--- src/rtl/lcd_pkg.sv ---
`default_nettype none
// ============================================================================
// Package : lcd_pkg
// Desc    : Shared HD44780 instruction classes, bit positions and the
//           instruction classifier used by the LCD transmitter and receiver.
// Rev     : 1.0  initial release
// ============================================================================
package lcd_pkg;

    // Instruction class, selected by the highest set bit of an rs=0 byte
    typedef enum logic [3:0] {
        CMD_NONE    = 4'd0,
        CMD_CLEAR   = 4'd1,
        CMD_HOME    = 4'd2,
        CMD_ENTRY   = 4'd3,
        CMD_DISPLAY = 4'd4,
        CMD_SHIFT   = 4'd5,
        CMD_FUNC    = 4'd6,
        CMD_CGRAM   = 4'd7,
        CMD_DDRAM   = 4'd8
    } cmd_e;

    // Nibble phase of the 4-bit interface
    typedef enum logic [0:0] {
        PHASE_HI = 1'b0,
        PHASE_LO = 1'b1
    } phase_e;

    // Bit positions inside instruction bytes
    localparam int ENTRY_ID = 1;   // entry mode: increment/decrement
    localparam int DISP_D   = 2;   // display control: display on
    localparam int FUNC_DL  = 4;   // function set: 8-bit data length

    // Decode an instruction byte into its class, highest set bit wins
    function automatic cmd_e classify(input logic [7:0] b);
        cmd_e c;
        if (b[7])      c = CMD_DDRAM;
        else if (b[6]) c = CMD_CGRAM;
        else if (b[5]) c = CMD_FUNC;
        else if (b[4]) c = CMD_SHIFT;
        else if (b[3]) c = CMD_DISPLAY;
        else if (b[2]) c = CMD_ENTRY;
        else if (b[1]) c = CMD_HOME;
        else if (b[0]) c = CMD_CLEAR;
        else           c = CMD_NONE;
        return c;
    endfunction

endpackage
`default_nettype wire

--- src/rtl/lcd_rx_sync.sv ---
`default_nettype none
// ============================================================================
// Module : lcd_rx_sync
// Desc   : Three-stage synchroniser for the asynchronous LCD bus. Flags the
//          falling edge of en and presents rs/data as seen while en was high.
// Rev    : 1.0  initial release
// ============================================================================
module lcd_rx_sync (
    input  logic       clk,
    input  logic       reset,
    input  logic       lcd_en,
    input  logic       lcd_rs,
    input  logic [3:0] lcd_data,
    output logic       fall,
    output logic       rs_s,
    output logic [3:0] nib_s
);

    logic       en_s1, en_s2, en_s3;
    logic [4:0] pay_s1, pay_s2, pay_s3;   // {rs, data}

    // Shift the bus through three flop stages; en resets low
    always_ff @(posedge clk) begin
        if (reset) begin
            en_s1  <= 1'b0;
            en_s2  <= 1'b0;
            en_s3  <= 1'b0;
            pay_s1 <= '0;
            pay_s2 <= '0;
            pay_s3 <= '0;
        end else begin
            en_s1  <= lcd_en;
            en_s2  <= en_s1;
            en_s3  <= en_s2;
            pay_s1 <= {lcd_rs, lcd_data};
            pay_s2 <= pay_s1;
            pay_s3 <= pay_s2;
        end
    end

    // s3 still holds the last en-high sample when s2 first shows en low,
    // so its payload is the value that was valid during the strobe
    assign fall  = en_s3 & ~en_s2;
    assign rs_s  = pay_s3[4];
    assign nib_s = pay_s3[3:0];

endmodule
`default_nettype wire

--- src/rtl/lcd_rx.sv ---
`default_nettype none
// ============================================================================
// Module : lcd_rx
// Desc   : HD44780-compatible write-only receiver. Rebuilds bytes from the
//          4/8-bit LCD bus, decodes instructions, tracks the DDRAM address
//          counter and display state, and reports character writes.
// Rev    : 1.0  initial release
// ============================================================================
module lcd_rx
    import lcd_pkg::*;
#(
    parameter int unsigned BUSY_CYCLES  = 1,
    parameter int unsigned CLEAR_CYCLES = 2,
    parameter int unsigned CNT_W        = 16
) (
    input  logic       clk,
    input  logic       reset,
    input  logic       lcd_en,
    input  logic       lcd_rs,
    input  logic [3:0] lcd_data,
    output logic       wr_valid,
    output logic [6:0] wr_addr,
    output logic [7:0] wr_char,
    output logic       clear_pulse,
    output logic [6:0] cursor_addr,
    output logic       display_on,
    output logic       mode_4bit,
    output logic       busy,
    output logic       overrun
);

    localparam logic [CNT_W-1:0] BUSY_LOAD  = CNT_W'(BUSY_CYCLES);
    localparam logic [CNT_W-1:0] CLEAR_LOAD = CNT_W'(CLEAR_CYCLES);
    localparam logic [CNT_W-1:0] CNT_ONE    = CNT_W'(1);

    // Synchronised bus
    logic       fall;
    logic       rs_s;
    logic [3:0] nib_s;

    // Internal state and next-state values
    phase_e           phase,  phase_nx;
    logic [3:0]       hi_nib, hi_nib_nx;
    logic             inc,    inc_nx;
    logic             cg_sel, cg_sel_nx;
    logic [CNT_W-1:0] busy_cnt, busy_cnt_nx;

    logic       wr_valid_nx;
    logic [6:0] wr_addr_nx;
    logic [7:0] wr_char_nx;
    logic       clear_pulse_nx;
    logic [6:0] cursor_addr_nx;
    logic       display_on_nx;
    logic       mode_4bit_nx;
    logic       overrun_nx;

    // Byte assembly
    logic       byte_done;
    logic [7:0] byte_val;
    cmd_e       cmd;

    lcd_rx_sync u_sync (
        .clk      (clk),
        .reset    (reset),
        .lcd_en   (lcd_en),
        .lcd_rs   (lcd_rs),
        .lcd_data (lcd_data),
        .fall     (fall),
        .rs_s     (rs_s),
        .nib_s    (nib_s)
    );

    // A strobe completes a byte in 8-bit mode, or on the low nibble in 4-bit mode
    assign byte_done = fall & (~mode_4bit | (phase == PHASE_LO));
    assign byte_val  = mode_4bit ? {hi_nib, nib_s} : {nib_s, 4'h0};
    assign cmd       = classify(byte_val);

    // Next-state: nibble phase, instruction decode, data writes and busy timer
    always_comb begin
        phase_nx       = phase;
        hi_nib_nx      = hi_nib;
        inc_nx         = inc;
        cg_sel_nx      = cg_sel;
        cursor_addr_nx = cursor_addr;
        display_on_nx  = display_on;
        mode_4bit_nx   = mode_4bit;
        overrun_nx     = overrun;
        wr_valid_nx    = 1'b0;
        wr_addr_nx     = wr_addr;
        wr_char_nx     = wr_char;
        clear_pulse_nx = 1'b0;
        busy_cnt_nx    = (busy_cnt != '0) ? (busy_cnt - CNT_ONE) : '0;

        // Any strobe arriving while busy is flagged but still processed
        if (fall && busy) begin
            overrun_nx = 1'b1;
        end

        // First half of a 4-bit transfer: hold the high nibble only
        if (fall && mode_4bit && (phase == PHASE_HI)) begin
            hi_nib_nx = nib_s;
            phase_nx  = PHASE_LO;
        end

        if (byte_done) begin
            phase_nx    = PHASE_HI;
            busy_cnt_nx = BUSY_LOAD;
            if (rs_s) begin
                // Data byte: CGRAM writes are swallowed but still move the cursor
                if (!cg_sel) begin
                    wr_valid_nx = 1'b1;
                    wr_addr_nx  = cursor_addr;
                    wr_char_nx  = byte_val;
                end
                cursor_addr_nx = inc ? (cursor_addr + 7'd1) : (cursor_addr - 7'd1);
            end else begin
                case (cmd)
                    CMD_CLEAR: begin
                        cursor_addr_nx = '0;
                        inc_nx         = 1'b1;
                        clear_pulse_nx = 1'b1;
                        busy_cnt_nx    = CLEAR_LOAD;
                    end
                    CMD_HOME: begin
                        cursor_addr_nx = '0;
                        busy_cnt_nx    = CLEAR_LOAD;
                    end
                    CMD_ENTRY: begin
                        inc_nx = byte_val[ENTRY_ID];
                    end
                    CMD_DISPLAY: begin
                        display_on_nx = byte_val[DISP_D];
                    end
                    CMD_FUNC: begin
                        // Phase is already back at HI, so a width change
                        // always starts cleanly on a high nibble
                        mode_4bit_nx = ~byte_val[FUNC_DL];
                    end
                    CMD_CGRAM: begin
                        cg_sel_nx = 1'b1;
                    end
                    CMD_DDRAM: begin
                        cursor_addr_nx = byte_val[6:0];
                        cg_sel_nx      = 1'b0;
                    end
                    default: begin
                        // shift commands and null bytes only occupy the bus
                    end
                endcase
            end
        end
    end

    // State and output registers
    always_ff @(posedge clk) begin
        if (reset) begin
            phase       <= PHASE_HI;
            hi_nib      <= '0;
            inc         <= 1'b1;
            cg_sel      <= 1'b0;
            busy_cnt    <= '0;
            wr_valid    <= 1'b0;
            wr_addr     <= '0;
            wr_char     <= '0;
            clear_pulse <= 1'b0;
            cursor_addr <= '0;
            display_on  <= 1'b0;
            mode_4bit   <= 1'b0;
            busy        <= 1'b0;
            overrun     <= 1'b0;
        end else begin
            phase       <= phase_nx;
            hi_nib      <= hi_nib_nx;
            inc         <= inc_nx;
            cg_sel      <= cg_sel_nx;
            busy_cnt    <= busy_cnt_nx;
            wr_valid    <= wr_valid_nx;
            wr_addr     <= wr_addr_nx;
            wr_char     <= wr_char_nx;
            clear_pulse <= clear_pulse_nx;
            cursor_addr <= cursor_addr_nx;
            display_on  <= display_on_nx;
            mode_4bit   <= mode_4bit_nx;
            busy        <= (busy_cnt_nx != '0);
            overrun     <= overrun_nx;
        end
    end

endmodule
`default_nettype wire

--- config.mk ---
export PLATFORM = sky130hd
export DESIGN_NAME = lcd_rx
export DESIGN_NICKNAME = d
export VERILOG_FILES = /design/src/rtl/lcd_pkg.sv /design/src/rtl/lcd_rx_sync.sv /design/src/rtl/lcd_rx.sv
export SDC_FILE = /design/constraint.sdc
export NUM_CORES = 1
export LEC_CHECK = 0
export CORE_MARGIN = 1.5
export CORE_UTILIZATION = 40
export DETAILED_ROUTE_END_ITERATION = 7
export GPL_TIMING_DRIVEN = 0
export PLACE_DENSITY = 0.64
export SLEW_MARGIN = 10
export SYNTH_ARGS = -nofsm -noshare
export SYNTH_HDL_FRONTEND = slang
export SYNTH_HIERARCHICAL = 1
export SYNTH_SLANG_ARGS = --single-unit
--- constraint.sdc ---
create_clock -name clk -period 2.7 [get_ports clk]
set_input_delay 0.81 -clock clk [delete_from_list [all_inputs] [get_ports clk]]
set_output_delay 0.81 -clock clk [all_outputs]
set_load 0.05 [all_outputs]
Word-level counts from Yosys, hierarchy flattened
Cells that the tools add are included.
- bits in registers: 69
- bits in latches: 0
- bits in writable memories: 0
- bits in read-only memories: 0
- input bits: 8
- output and inout port bits: 28
- logic and storage cells: 78
- memories: 0
- add/subtract/negate cells: 3
- multipliers: 0
- divide/modulo/power cells: 0
- $lt $le $gt $ge: 0
- equality and inequality tests: 7
- shift operators: 0
- muxes and demuxes: 20
- bitwise logic cells: 10
- reduce and logical (&&, ||, !) cells: 18
- operators with widths (kind ; count):
    2-to-1 mux 16 bit ; 2
    nonzero test 16 bit ; 2
    subtractor 16 x 1 -> 16 bit, second input constant ; 1
    AND reduction 3 bit ; 5
    2-to-1 mux 7 bit ; 2
    case mux 7 bit (2 select lines) ; 1
    equality test 4 x 3 -> 1 bit, second input constant ; 3
    2-to-1 mux 3 bit ; 4
    equality test 4 x 2 -> 1 bit, second input constant ; 2
    2-to-1 mux 2 bit ; 4
    2-to-1 mux 8 bit ; 1
    adder 7 x 1 -> 7 bit, second input constant ; 1
    NOT 1 bit ; 7
    subtractor 7 x 1 -> 7 bit, second input constant ; 1
    OR reduction 3 bit ; 2
    equality test 4 x 1 -> 1 bit, second input constant ; 1
    equality test 4 bit, second input constant ; 1
    2-to-1 mux 4 bit ; 1
    case mux 1 bit (2 select lines) ; 2
    nonzero test 2 bit ; 2
    OR reduction 2 bit ; 2
    logical AND 1 bit ; 3
    2-to-1 mux 1 bit ; 3
    nonzero test 3 bit ; 1
    other kinds (3) ; 4

Depth between registers and ports, before layout
- word-level depth: 15
- mapped depth: 8
- gate-level depth less buffers: 7

Modules after synthesis
The synthesis kept the hierarchy.
- modules (own cells, without submodules) (module ; instances ; cells each ; area an instance (µm²) ; seq. area each (µm²)):
    lcd_rx ; 1 ; 353 ; 3005.4 ; 1021.0
    lcd_rx_sync ; 1 ; 38 ; 495.5 ; 360.3

Least setup slack after synthesis
OpenSTA, ideal clock, no wires.
- path type: flip-flop to flip-flop
- start point: register mode_4bit
- end point: register cursor_addr[1]
- library setup time: 0.123 ns
- arrival time: 2.250 ns
- required time: 2.577 ns
- path slack: 0.326 ns
- cell stages (with the launch flop): 7
- path buffers: 1
- clock period less this slack: 2.374 ns
- cells stage by stage: dfxtp_1 -> buf_2 -> mux2i_1 -> nor2b_1 -> o31ai_1 -> o211ai_4 -> mux2_1
- word-level cells in the longest chain between the ends: 13
- elaborated cells between the ends (all ways): 20
- classes of those cells: eq/ne (3); mux (11); bitwise (3); reduce/logical (3)
- ends and longest elaborated chain (what ; line ; RTL):
    from (decl) ; lcd_rx.sv:27 ; output logic mode_4bit,
    from (signal assigned) ; lcd_rx.sv:183 ; mode_4bit <= mode_4bit_nx;
    2-to-1 mux 8 bit ; lcd_rx.sv:75 ; assign byte_val = mode_4bit ? {hi_nib, nib_s} : {nib_s, 4'h0};
    2-to-1 mux 1 bit ; lcd_pkg.sv:44 ; else if (b[0]) c = CMD_CLEAR;
    2-to-1 mux 2 bit ; lcd_pkg.sv:43 ; else if (b[1]) c = CMD_HOME;
    2-to-1 mux 2 bit ; lcd_pkg.sv:42 ; else if (b[2]) c = CMD_ENTRY;
    2-to-1 mux 3 bit ; lcd_pkg.sv:41 ; else if (b[3]) c = CMD_DISPLAY;
    2-to-1 mux 3 bit ; lcd_pkg.sv:40 ; else if (b[4]) c = CMD_SHIFT;
    2-to-1 mux 3 bit ; lcd_pkg.sv:39 ; else if (b[5]) c = CMD_FUNC;
    2-to-1 mux 3 bit ; lcd_pkg.sv:38 ; else if (b[6]) c = CMD_CGRAM;
    2-to-1 mux 4 bit ; lcd_pkg.sv:37 ; if (b[7]) c = CMD_DDRAM;
    equality test 4 x 2 -> 1 bit or equality test 4 x 1 -> 1 bit (tied branches) ; lcd_rx.sv:117 ; case (cmd)
    OR reduction 2 bit (no line) ; -- ;
    case mux 7 bit (2 select lines) or nonzero test 3 bit (tied branches) ; -- ;
    2-to-1 mux 7 bit or AND reduction 2 bit (tied branches) ; -- ;
    to (signal assigned) ; lcd_rx.sv:181 ; cursor_addr <= cursor_addr_nx;
    to (decl) ; lcd_rx.sv:25 ; output logic [6:0] cursor_addr,
Parallel ways exist; a longest one is shown, timed or not.
A chain may end at the register's enable or synchronous reset.

Worst setup path in the final report
- start point: register cursor_addr[0]
- end point: output port cursor_addr[0]
No word-level cell between the ends.

==> results <==
- The antenna diode instance count is 0.
- The final weighted congestion in routability-driven placement is approximately 0.89.
- The worst path meets setup with 146 ps of slack.
- The worst voltage drop across the vdd grid is 0.380 mV.
- The clock tree from TritonCTS is done.
- The top fanout value on the critical path is 6.
- The run finished with clean final reports.
- The hold violation total from the final report is 0.
- The first-pass GRT wire length is 13.5 mm.
- During I/O placement, the number of pins put on the boundary was 36.
- Counting every net in the synthesized netlist gives 407.
- Data arrives at the worst endpoint at between 1500 and 2000 ps.
- The number of instances in the synthesized netlist is around 390.
- The maximum level of the CTS H-tree is 3.
- The wire length per cell is between 10 and 15 microns.
- The die is 96.6 microns wide.
- Compared with the post-synthesis result, the final layout area differs by 19.9%.
- In the global route stage, overall resource usage came out at 19.1%.
- The post-detailed-placement half-perimeter wirelength is 5.94 mm.
- The type of origin of the critical path is a register.
- The finished cells cover 4200 sq um.
- The minimum setup slack after placement is -158 ps.
- The number of DRC markers in iteration 0 is 159.
- The sum of negative setup slack is 0 ps.
- The largest single stage delay on the critical path is 880 ps.
- For the final database, setup skew stands at 9.99 ps.
- Buffers inserted during clock tree synthesis total 9.
- Summing the sequential cell areas from Yosys gives 39.5% of the chip area.
- For this design the ratio of total power to cell area is 853 nW/um^2.
- Setup repair after global routing left no endpoint under its margin.
- In this run the deepest clock path goes through 2 buffers.
- Counting the fill cells in the layout gives 790.
- For this run, the number of Yosys warnings is 6.
- The count of buffer and inverter cells on the critical path is 1.
- The worst setup path is captured at an output pin.
- Yosys mapped a number of flops with a built-in enable equal to 0.
- The max-slew violation count is 0.
- The quantity of hold-fixing buffers added after cts is 0.
- In the final layout, the share of cells above drive strength 1 is 11.3%.
- The mean cell area of the mapped netlist is slightly below 9 sq um.
- The starting density of the core is 42.0%.
- By area the synthesized netlist is led by sky130_fd_sc_hd__dfxtp_1, sky130_fd_sc_hd__nor2_1, sky130_fd_sc_hd__mux2i_1.
- The commonest cells after synthesis are sky130_fd_sc_hd__dfxtp_1, sky130_fd_sc_hd__nor2_1, sky130_fd_sc_hd__nand2_1.
- The number of antenna violations at the first check in global routing is 0.
- The number of cell rows is 33.
- After detailed placement, the total cell area comes to 3980 sq um.
- The clock sink count is 69.
- The worst hold path class is reg -> reg.
- The net total in the final layout is about 450.
- The overall via count from detail_route is 2926.
- Entering global routing, the biggest net connects 13 pins.
- The area of the die is 9320 sq um.
- The core box area is 8340 sq um.
- The count of endpoints failing setup in the final report is 0.
- The setup fix buffers added after clock tree synthesis is 0.
- The number of distinct library cell variants in the gate-level netlist after synthesis is between 60 and 70.
- The standby leakage power is 1.62 nW.
- The transition time of the tightest slew-check pin is 580 ps.
- The top flip-flop cell by instance count after synthesis is sky130_fd_sc_hd__dfxtp_1.
- The first detailed-routing pass took 4 iterations.
- The cell with the biggest individual delay on the critical path is sky130_fd_sc_hd__clkdlybuf4s50_1.
- Static timing analysis puts the maximum clock frequency at slightly below 400 MHz.
- In the finished design, the share of the clock period the worst path needs comes to 94.6%.
- Across the run, the number of max-cap violations was 0.
- The total congestion overflow after global routing is 0.
- The cell at the root of the clock tree is sky130_fd_sc_hd__clkbuf_8.
- The via count of the first global-routing pass is approximately 2800.
- At the worst endpoint, the required time is 1890 ps.
- The cell area after technology mapping is 3500 sq um.
- Buffers placed on the I/O ports in this run total 35.
- The count of cells resized by post-cts repair is 0.
- The final routed wirelength across all metal layers is around 8.2 mm.
- The kind of cell adding the most delay to the critical path is buffers and inverters.
- The worst max-slew margin expressed relative to the limit is 60.2%.
- In this run, synthesis produced a sequential element count of 69.
- The non-filler instance count after layout is 547.
- The worst path in the final design needs a cycle of approximately 2600 ps, including I/O delays and setup.
- sky130_fd_sc_hd__dfxtp_1 takes more of the synthesized area than any other cell.
- The area share of the largest cell type after synthesis is 39.5%.
- The count of nets left with antenna violations once routing finished came out at 0.
- The overall die height is 96.6 microns.
- After detailed routing, the number of vias per cell comes to 5.35.
- For the worst-skew pair, the clock arrives at the later sink with an insertion delay of 350 ps.
- The class of the most critical setup path is reg -> out.
- After detailed placement, the design holds a cell count of 531.
- For this run, design rule violations remaining after detail routing come to 0.
- After clock tree synthesis, the clock-pin slew on the worst setup and hold paths is ~80 ps.
- For this run, asynchronously set or reset flops after synthesis account for 0%.
- Walking the worst path, the cells encountered are clkdlybuf4s50_1.
- Yosys instantiated no cell more often than sky130_fd_sc_hd__dfxtp_1.
- The minimum hold slack is 434 ps.
-- worst register-to-register path: stages, from the launching register on --
cell and delay (ps):
sky130_fd_sc_hd__dfxtp_1 410, sky130_fd_sc_hd__buf_2 230, sky130_fd_sc_hd__mux2i_1 550, sky130_fd_sc_hd__nor2b_1 240
sky130_fd_sc_hd__o31ai_1 130, sky130_fd_sc_hd__o211ai_4 340, sky130_fd_sc_hd__mux2_1 360
-- placed cells by master (no fill, tap or decap), types with 3 or more instances in the layout --
master                            count
sky130_fd_sc_hd__mux2i_1             13
sky130_fd_sc_hd__xnor2_1              8
sky130_fd_sc_hd__nand3b_1             5
sky130_fd_sc_hd__nor4_1               3
sky130_fd_sc_hd__xor2_1               7
sky130_fd_sc_hd__clkbuf_1            12
sky130_fd_sc_hd__a21o_1               3
sky130_fd_sc_hd__a31oi_1              4
sky130_fd_sc_hd__nor3_1               9
sky130_fd_sc_hd__clkbuf_8            11
sky130_fd_sc_hd__mux2_1               3
sky130_fd_sc_hd__dfxtp_1             69
sky130_fd_sc_hd__nand2_1             34
sky130_fd_sc_hd__clkdlybuf4s50_1     35
sky130_fd_sc_hd__a211oi_1             7
sky130_fd_sc_hd__ha_1                 7
sky130_fd_sc_hd__and3_1               5
sky130_fd_sc_hd__o21ai_0              7
sky130_fd_sc_hd__nor2b_1             20
sky130_fd_sc_hd__nor2_1              52
sky130_fd_sc_hd__and2b_1              7
sky130_fd_sc_hd__o31ai_1             12
sky130_fd_sc_hd__buf_6                4
sky130_fd_sc_hd__inv_1                5
sky130_fd_sc_hd__nor3b_1              3
sky130_fd_sc_hd__nand2b_1             3
sky130_fd_sc_hd__buf_2                4
sky130_fd_sc_hd__a21oi_1             22
sky130_fd_sc_hd__nand3_1             11
-- layer usage --
metal / up-vias / GRT usage [%] / share of wire [%]
li1: 1481 / - / -
met1: 1370 / 25.2 / 48
met2: 60 / 30.1 / 46
met3: 15 / 3.60 / 4.1
met4: 0 / 9.06 / 1.9
met5: - / 0 / 0
-- state kept, by name, summed over array words and instances (netlist names), 4 cells and up --
register and cells:
busy_cnt 16, wr_char 8, cursor_addr 7, wr_addr 7, u_sync/pay_s1 5, u_sync/pay_s2 5
u_sync/pay_s3 5, hi_nib 4
-- layout make-up --
class / count / area, sq um / area share (%)
clock inverters: 6 / 86.3 / 2.06
inverters: 5 / 18.8 / 0.447
plain buffers: 24 / 154 / 3.67
clock buffers: 10 / 128 / 3.04
multi-input cells: 293 / 1950 / 46.4
well taps: 105 / 131 / 3.13
repair buffers: 35 / 350 / 8.35
flip-flops and latches: 69 / 1380 / 32.9
-- power by group --
group / total [mW] / internal (mW) / switching [mW]
Clock: 0.936 / 0.521 / 0.416
Sequential: 1.27 / 1.14 / 0.125
Combinational: 1.37 / 0.633 / 0.741
-- final timing paths --
check | to | slack (ps) | start | cells after the start
worst max-delay path | cursor_addr[0] | 150 | cursor_addr[0] | 1
worst min-delay path | u_sync/pay_s2[4] | 430 | u_sync/pay_s1[4] | 1
worst max register to register | cursor_addr[4] | 330 | mode_4bit | 6
worst min register to register | u_sync/pay_s2[4] | 430 | u_sync/pay_s1[4] | 1
-- through the flow --
step	util (%)	total power, mW
finish	50.3	3.58
floorplan	-	2.40
global route	50.3	3.82
global placement	47.7	2.64
detailed placement	47.7	2.65
CTS	50.3	3.60
-- cells by family after synthesis --
group                    Yosys count  share of synthesized area (%)
buffers and inverters             29                           4.93
XOR/XNOR                          15                           3.75
adder cells (fa/ha/maj)            8                           3.07
AO/OA/AOI/OAI                     79                           17.2
flip-flops                        69                           39.5
multiplexers                      17                           5.00
AND/OR/NAND/NOR                  174                           26.6
No activity file was read; power rests on OpenSTA's default activity.
